`config.mk`:
```
export PLATFORM = sky130hd
export DESIGN_NAME = clock_set_ctrl
export DESIGN_NICKNAME = d
export VERILOG_FILES = /design/src/rtl/clock_set_ctrl.sv
export SDC_FILE = /design/constraint.sdc
export NUM_CORES = 1
export LEC_CHECK = 0
export ABC_AREA = 1
export CORE_ASPECT_RATIO = 1.4
export CORE_MARGIN = 2
export CORE_UTILIZATION = 50
export CTS_CLUSTER_SIZE = 28
export DETAILED_ROUTE_END_ITERATION = 10
export DONT_BUFFER_PORTS = 1
export HOLD_SLACK_MARGIN = 0.02
export PLACE_DENSITY = 0.61
export SLEW_MARGIN = 20
export SYNTH_ARGS = -nofsm -noshare
export SYNTH_HDL_FRONTEND = slang
export SYNTH_SLANG_ARGS = --single-unit
export TNS_END_PERCENT = 10
```
`constraint.sdc`:
```
create_clock -name pCLK -period 5.65 [get_ports pCLK]
set_input_delay 0.565 -clock pCLK [delete_from_list [all_inputs] [get_ports pCLK]]
set_output_delay 0.565 -clock pCLK [all_outputs]
set_load 0.02 [all_outputs]
```
`src/rtl/clock_set_ctrl.sv`:
```
`default_nettype none
// ============================================================================
// Module   : clock_set_ctrl
// Purpose  : Front-end control for the digital clock time counters.
//            Synchronises and debounces the MODE and UP push buttons, runs
//            the RUN / SET_HOUR / SET_MIN state machine, issues hour/minute
//            increment pulses with auto-repeat, a seconds-clear pulse, a
//            seconds run enable, and a per-digit blink mask.
// Ports    : pCLK       - system clock (rising edge)
//            pRST       - synchronous active-high reset
//            BTN_MODE   - raw mode button, 0 = pressed
//            BTN_UP     - raw increment button, 0 = pressed
//            SET_MODE   - 00 RUN, 01 SET_HOUR, 10 SET_MIN
//            RUN_EN     - high only in RUN
//            INC_HOUR   - one-cycle hour increment pulse
//            INC_MIN    - one-cycle minute increment pulse
//            SEC_CLR    - one-cycle seconds clear pulse
//            BLINK_MASK - per-digit blank request (bit3 hour tens .. bit0 min ones)
// Revision : 1.0 - initial release
// ============================================================================
module clock_set_ctrl #(
    parameter int DEB_CYCLES   = 400000,
    parameter int REPEAT_DELAY = 4000000,
    parameter int REPEAT_RATE  = 1600000,
    parameter int BLINK_HALF   = 2000000
) (
    input  logic       pCLK,
    input  logic       pRST,
    input  logic       BTN_MODE,
    input  logic       BTN_UP,
    output logic [1:0] SET_MODE,
    output logic       RUN_EN,
    output logic       INC_HOUR,
    output logic       INC_MIN,
    output logic       SEC_CLR,
    output logic [3:0] BLINK_MASK
);

    localparam int DEB_W   = $clog2(DEB_CYCLES) + 1;
    localparam int REP_MAX = (REPEAT_DELAY > REPEAT_RATE) ? REPEAT_DELAY : REPEAT_RATE;
    localparam int REP_W   = $clog2(REP_MAX) + 1;
    localparam int BLK_W   = $clog2(BLINK_HALF) + 1;
    localparam int NBTN    = 2;

    localparam logic [DEB_W-1:0] DEB_LAST   = DEB_W'(DEB_CYCLES - 1);
    localparam logic [REP_W-1:0] DELAY_LAST = REP_W'(REPEAT_DELAY - 1);
    localparam logic [REP_W-1:0] RATE_LAST  = REP_W'(REPEAT_RATE - 1);
    localparam logic [BLK_W-1:0] BLINK_LAST = BLK_W'(BLINK_HALF - 1);

    typedef enum logic [1:0] {
        ST_RUN  = 2'b00,
        ST_HOUR = 2'b01,
        ST_MIN  = 2'b10
    } state_t;

    // ------------------------------------------------------------------
    // Button conditioning: index 0 = MODE, index 1 = UP.
    // held  : debounced level, 1 = pressed
    // press : one-cycle released->pressed event
    // ------------------------------------------------------------------
    logic [NBTN-1:0] raw_btn;
    logic [NBTN-1:0] btn_held;
    logic [NBTN-1:0] btn_press;

    assign raw_btn = {BTN_UP, BTN_MODE};

    genvar gi;
    generate
        for (gi = 0; gi < NBTN; gi++) begin : g_btn
            logic             sync1;
            logic             sync2;
            logic             deb;
            logic             deb_d;
            logic [DEB_W-1:0] cnt;

            always_ff @(posedge pCLK) begin
                if (pRST) begin
                    sync1 <= 1'b1;
                    sync2 <= 1'b1;
                    deb   <= 1'b0;
                    deb_d <= 1'b0;
                    cnt   <= '0;
                end else begin
                    sync1 <= raw_btn[gi];
                    sync2 <= sync1;
                    deb_d <= deb;
                    // Raw buttons are active-low; deb holds the pressed level.
                    if (~sync2 == deb) begin
                        cnt <= '0;
                    end else if (cnt >= DEB_LAST) begin
                        deb <= ~sync2;
                        cnt <= '0;
                    end else begin
                        cnt <= cnt + 1'b1;
                    end
                end
            end

            assign btn_held[gi]  = deb;
            assign btn_press[gi] = deb & ~deb_d;
        end
    endgenerate

    logic mode_press;
    logic up_press;
    logic up_held;

    assign mode_press = btn_press[0];
    assign up_press   = btn_press[1];
    assign up_held    = btn_held[1];

    // ------------------------------------------------------------------
    // Control state and next-state logic
    // ------------------------------------------------------------------
    state_t           state;
    logic             rep_act;     // repeat sequence armed by a first pulse
    logic             rep_rate;    // 0: waiting REPEAT_DELAY, 1: REPEAT_RATE
    logic [REP_W-1:0] rep_cnt;
    logic             phase;
    logic [BLK_W-1:0] blk_cnt;

    state_t           state_nxt;
    logic             rep_act_nxt;
    logic             rep_rate_nxt;
    logic [REP_W-1:0] rep_cnt_nxt;
    logic             phase_nxt;
    logic [BLK_W-1:0] blk_cnt_nxt;
    logic             inc_any;
    logic             sec_clr_nxt;
    logic [3:0]       mask_nxt;

    always_comb begin
        state_nxt    = state;
        rep_act_nxt  = rep_act;
        rep_rate_nxt = rep_rate;
        rep_cnt_nxt  = rep_cnt;
        inc_any      = 1'b0;
        sec_clr_nxt  = 1'b0;

        if (mode_press) begin
            // A mode change wins over any coincident UP event.
            case (state)
                ST_RUN:  state_nxt = ST_HOUR;
                ST_HOUR: state_nxt = ST_MIN;
                ST_MIN: begin
                    state_nxt   = ST_RUN;
                    sec_clr_nxt = 1'b1;
                end
                default: state_nxt = ST_RUN;
            endcase
            rep_act_nxt  = 1'b0;
            rep_rate_nxt = 1'b0;
            rep_cnt_nxt  = '0;
        end else if (!up_held || state == ST_RUN) begin
            rep_act_nxt  = 1'b0;
            rep_rate_nxt = 1'b0;
            rep_cnt_nxt  = '0;
        end else if (up_press) begin
            inc_any      = 1'b1;
            rep_act_nxt  = 1'b1;
            rep_rate_nxt = 1'b0;
            rep_cnt_nxt  = '0;
        end else if (rep_act) begin
            // Counter restarts on every pulse, so it never reaches wrap.
            if (rep_cnt >= (rep_rate ? RATE_LAST : DELAY_LAST)) begin
                inc_any      = 1'b1;
                rep_rate_nxt = 1'b1;
                rep_cnt_nxt  = '0;
            end else begin
                rep_cnt_nxt = rep_cnt + 1'b1;
            end
        end

        // Blink phase restarts visible whenever the user acts.
        if (mode_press || inc_any) begin
            phase_nxt   = 1'b0;
            blk_cnt_nxt = '0;
        end else if (blk_cnt >= BLINK_LAST) begin
            phase_nxt   = ~phase;
            blk_cnt_nxt = '0;
        end else begin
            phase_nxt   = phase;
            blk_cnt_nxt = blk_cnt + 1'b1;
        end

        mask_nxt = 4'b0000;
        if (phase_nxt && state_nxt == ST_HOUR) begin
            mask_nxt = 4'b1100;
        end else if (phase_nxt && state_nxt == ST_MIN) begin
            mask_nxt = 4'b0011;
        end
    end

    always_ff @(posedge pCLK) begin
        if (pRST) begin
            state      <= ST_RUN;
            rep_act    <= 1'b0;
            rep_rate   <= 1'b0;
            rep_cnt    <= '0;
            phase      <= 1'b0;
            blk_cnt    <= '0;
            RUN_EN     <= 1'b1;
            INC_HOUR   <= 1'b0;
            INC_MIN    <= 1'b0;
            SEC_CLR    <= 1'b0;
            BLINK_MASK <= 4'b0000;
        end else begin
            state      <= state_nxt;
            rep_act    <= rep_act_nxt;
            rep_rate   <= rep_rate_nxt;
            rep_cnt    <= rep_cnt_nxt;
            phase      <= phase_nxt;
            blk_cnt    <= blk_cnt_nxt;
            RUN_EN     <= (state_nxt == ST_RUN);
            INC_HOUR   <= inc_any && (state == ST_HOUR);
            INC_MIN    <= inc_any && (state == ST_MIN);
            SEC_CLR    <= sec_clr_nxt;
            BLINK_MASK <= mask_nxt;
        end
    end

    assign SET_MODE = state;

endmodule
`default_nettype wire

```
## Word-level counts from Yosys, hierarchy flattened

Cells that the tools add are included.

- Flip-flop bits (word level): 106
- Output and inout bits: 10

- Add/sub/neg operators: 4
- $lt $le $gt $ge: 4
- Equality and inequality tests: 6
- Mux-type cells: 14
- Bitwise operators: 10
- Reductions and logical operators: 19

Operators with widths:

| kind | count |
|---|---|
| $add 20x1->20 const B | 2 |
| $ge 20x19->1 const B | 2 |
| $add 23x1->23 const B | 1 |
| $ge 23x22->1 | 1 |
| $mux 23 | 1 |
| $add 22x1->22 const B | 1 |
| $ge 22x21->1 const B | 1 |
| $mux 22 | 1 |
| $reduce_or 3->1 | 4 |
| $mux 1 | 8 |
| $not 1->1 | 8 |
| $reduce_and 2->1 | 3 |
| $eq 2x1->1 const B | 2 |
| $eq 2x2->1 const B | 2 |
| $logic_and 1x1->1 | 4 |
| $logic_not 2->1 | 2 |
| $mux 2 | 2 |
| $mux 4 | 1 |
| $pmux 2 s2 | 1 |
| $reduce_or 2->1 | 2 |
| $reduce_or 4->1 | 1 |
| $and 1x1->1 | 2 |
| $eq 1x1->1 | 2 |
| $logic_or 1x1->1 | 2 |
| $logic_not 1->1 | 1 |

## Logic depth before layout (Yosys ltp)

- Word-level depth: 12
- Mapped depth: 14

## Worst setup path before layout

Ideal clock, no wire load.

- Kind: register to register
- From: register rep_rate
- To: register blk_cnt[4]
- Setup time: 61 ps
- Data arrival time: 1750 ps
- Required time: 5589 ps
- Path slack: 3838 ps
- Stages on the path, launching flop included: 15
- Path through: dfxtp_1 inv_1 ha_1 nand2_1 nor2_1 nor2_1 nand2_1 nand2_1 nand4_2 nand2_4 nand2_4 nand2_4 nand3_4 buf_12 nor2_4

- Word-level cells in the longest chain between the ends: 9

RTL lines:

| item | line | RTL |
|---|---|---|
| start: declaration | 117 | `logic rep_rate;` |
| start signal: assignment | 210 | `rep_rate <= rep_rate_nxt;` |
| $mux 22 | 165 | `if (rep_cnt >= (rep_rate ? RATE_LAST : DELAY_LAST)) begin` |
| $ge 23x22->1 | 165 |  |
| $mux 1 | 165 |  |
| $mux 1 | 163 | `end else if (rep_act) begin` |
| $mux 1 | 158 | `end else if (up_press) begin` |
| $mux 1 | 154 | `end else if (!up_held \|\| state == ST_RUN) begin` |
| $mux 1 | 140 | `if (mode_press) begin` |
| $logic_or 1x1->1 | 175 | `if (mode_press \|\| inc_any) begin` |
| $reduce_or 3->1 (no source line) | -- |  |
| end signal: assignment | 213 | `blk_cnt <= blk_cnt_nxt;` |
| end: declaration | 120 | `logic [BLK_W-1:0] blk_cnt;` |

Every way passes these cells.
A chain may end at the register's enable or synchronous reset.

## Final worst setup path

- From: register rep_rate
- To: register blk_cnt[18]

Same word-level chain as after synthesis.

==> impl_metrics.csv <==
group,metric,value,unit
outcome,outcome,"complete, no violations",
worst_setup_path,r2r_start,"rep_rate",
logic_synthesis,async_flop_share,0,%
timing,finalHoldViolCount,0,
worst_setup_path,r2r_slack,3380,ps
grt,grt_pass1_vias,4049,
grt,antenna_found_initial,0,
power,switching_share,21.9,%
detailed_routing,ant_nets,0,
logic_synthesis,synth.largest_area_cell,"dfxtp_1",
timing,clock.fmax,441,MHz
logic_synthesis,synth_edf_count,0,
die,io_pins,14,
detailed_routing,met2WireLength,4.76,mm
logic_synthesis,synth_most_common_cell,"nor2_1",
clocking,cts-htree-levels,3,
detailed_routing,dr_total_vias,4056,
timing,rsz0062_at_grt,"false",
worst_setup_path,crit_fanout,21,
clocking,clock_sinks,104,
worst_setup_path,worstSetupStartpoint,"rep_rate",
layout,drive_gt1_share,12.2,%
detailed_routing,routed_wl,9.42,mm
power,power.density,250,mW/mm2
worst_setup_path,reg2reg_depth,13,
clocking,clk_latency,340,ps
die,die_w,90.4,um
layout,utilization,54.6,%
logic_synthesis,yosys-top-cells-area,"dfxtp_1 40%, nor2_1 9.0%, xor2_1 8.0%",
worst_setup_path,cp.required,5920,ps
logic_synthesis,synthesis.instances,687,
min_path,hold_depth,1,
placement,gp_congestion,0.889,
layout,regArea,0.00208,mm2
detailed_routing,via_per_inst,4.86,
clocking,cts_buffers,9,
power,switchingPower,0.308,mW
die,coreArea,0.0103,mm2
layout,multi_input_area,0.00273,mm2
logic_synthesis,synth_warnings,0,
layout,antenna_cells,0,
grt,grt_overflow,0,
detailed_routing,met1_length,4.24,mm
job,cap_viol_max_count,0,
logic_synthesis,syn-mean-instance-area,7.61,um2
clocking,cts_hold_buf,0,
logic_synthesis,yosys.cell_types.count,40,
layout,synthToLayoutAreaGrowth,7.56,%
placement,hpwl,7.04,mm
clocking,cts_setup_buffers,0,
grt,grt_max_degree,22,
grt,grt_use_total,18.2,%
clocking,root_buffer,"clkbuf_16",
timing,maxSlewHeadroom,65.3,%
worst_setup_path,worst_setup_path_end_kind,"flop",
worst_setup_path,rr_endpoint,"blk_cnt[18]",
detailed_routing,drt_iter0_drc,137,
detailed_routing,wl_per_cell,11.3,um
detailed_routing,dr.pass1.iters,4,
clocking,path_clk_slew,70,ps
power,irDropWorstVdd,0.149,mV
worst_setup_path,worstSetupEndpoint,"blk_cnt[18]",
worst_setup_path,start_kind,"flop",
logic_synthesis,synth_commonest_cells,"125 x nor2_1, 110 x nand2_1, 104 x dfxtp_1",
layout,nets,705,
power,p_seq_share,53.4,%
power,pwr-share-clk,44.1,%
die,fp-row-count,44,
power,power_leakage,2.05,nW
power,power_frac_comb,2.4,%
timing,finalSetupTns,0,ps
timing,clock_skew,5.61,ps
clocking,cts_tree,"done",
timing,worst_slew_pin_slew,520,ps
detailed_routing,drc_errors,0,
die,die-area,0.0113,mm2
layout,fillCellCount,1030,
timing,setup_viol,0,
grt,grt_pass1_wl,17.1,mm
clocking,cts_resized,0,
worst_setup_path,critPathKind,"flop to flop",
clocking,cts_buffer_depth,2,
detailed_routing,wl_met3,232,um
logic_synthesis,synth-seq-cells,104,
timing,period_share,40.1,%
logic_synthesis,synth_ff_type,"dfxtp_1",
power,intPower,1.10,mW
worst_setup_path,arrival,2540,ps
timing,fin_crit,2270,ps
min_path,hold_path_class,"primary input to flop",
logic_synthesis,synth_top_area_share,39.8,%
die,die_h,125,um
logic_synthesis,syn_area,0.00523,mm2
placement,io_buffers,0,
logic_synthesis,seq_area_frac_synth,39.8,%
timing,drv_slew,0,
detailed_routing,routed.top_layer,"met4",
die,start_util,50.8,%
## registers in the layout, indices dropped and copies added, names as in the netlist, 2 cells and up
| signal | flops |
|---|---|
| BLINK_MASK | 2 |
| SET_MODE | 2 |
| blk_cnt | 22 |
| g_btn.cnt | 40 |
| g_btn.deb | 2 |
| g_btn.deb_d | 2 |
| g_btn.sync1 | 2 |
| g_btn.sync2 | 2 |
| rep_cnt | 23 |
## power groups by stage
stage / logic, mW / registers (mW) / clock network, mW
after floorplan: 0.0344 / 0.765 / 0
after global placement: 0.0340 / 0.767 / 0
after detailed placement: 0.0349 / 0.768 / 0
after CTS: 0.0352 / 0.751 / 0.642
after global routing: 0.0396 / 0.752 / 0.671
final: 0.0344 / 0.751 / 0.620
## layer usage
| layer | vias up | track usage (%) |
|---|---|---|
| li1 | 2161 | - |
| met1 | 1848 | 20.9 |
| met2 | 33 | 32.7 |
| met3 | 14 | 3.86 |
| met4 | 0 | 7.51 |
| met5 | - | 0 |
## area by class of cell
type / count / share of cell area (%)
Multi-Input combinational cell: 484 / 48.5
Sequential cell: 104 / 37.0
Inverter: 92 / 6.14
Clock buffer: 10 / 4.07
Tap cell: 138 / 3.07
Clock inverter: 6 / 1.18
## worst max-delay path, cell delays in order, from the launching register on
cell	delay, ps
dfxtp_1	380
inv_1	120
ha_1	340
nand2_1	120
nor2_1	50
nor2_1	90
nand2_1	60
nand2_1	70
nand4_2	140
nand2_4	130
nand2_4	60
nand2_4	60
nand3_4	370
nor2_2	200
## cell families (layout without fill, tap and decap cells)
| group | after synthesis | count (layout) | share of synthesized area, % |
|---|---|---|---|
| AND/OR/NAND/NOR | 379 | 379 | 36.4 |
| flip-flops | 104 | 104 | 39.8 |
| buffers and inverters | 101 | 108 | 8.14 |
| XOR/XNOR | 55 | 55 | 9.21 |
| AO/OA/AOI/OAI | 37 | 37 | 3.93 |
| adder cells (fa/ha/maj) | 10 | 10 | 2.39 |
| other | 1 | 3 | 0.0717 |
## worst min path at each step
| stage | startpoint | to | slack, ps |
|---|---|---|---|
| 6_report | pRST | g_btn[0].deb_d | 290 |
| 2_1_floorplan | g_btn[0].sync1 | g_btn[0].sync2 | 390 |
| 5_1_grt | pRST | g_btn[0].deb_d | 270 |
| 3_5_place_dp | g_btn[0].sync1 | g_btn[0].sync2 | 400 |
| 3_3_place_gp | g_btn[0].sync1 | g_btn[0].sync2 | 400 |
| 4_1_cts | pRST | g_btn[0].deb_d | 270 |
## through the flow
stage / worst slack, ps / hold WS, ps / total power, mW / cell area (um2) / cells
2_1_floorplan: 3840 / 389 / 0.800 / 5240 / 689
3_3_place_gp: 3460 / 398 / 0.802 / 5330 / 818
3_5_place_dp: 3370 / 397 / 0.803 / 5330 / 818
4_1_cts: 3360 / 274 / 1.43 / 5620 / 834
5_1_grt: 3180 / 275 / 1.46 / 5620 / 834
6_report: 3380 / 290 / 1.41 / 5620 / 834
## cells in the final DEF (no fill, tap or decap), drive strengths merged, types with 10 or more instances in the layout
cell type and count:
clkbuf 10, nand3 43, xor2 48, dfxtp 104, o21ai 17, a21oi 13, inv 94, nand4 16
ha 10, nor2 160, nand2 118, nor3 19
(Power assumes the default switching activity.)
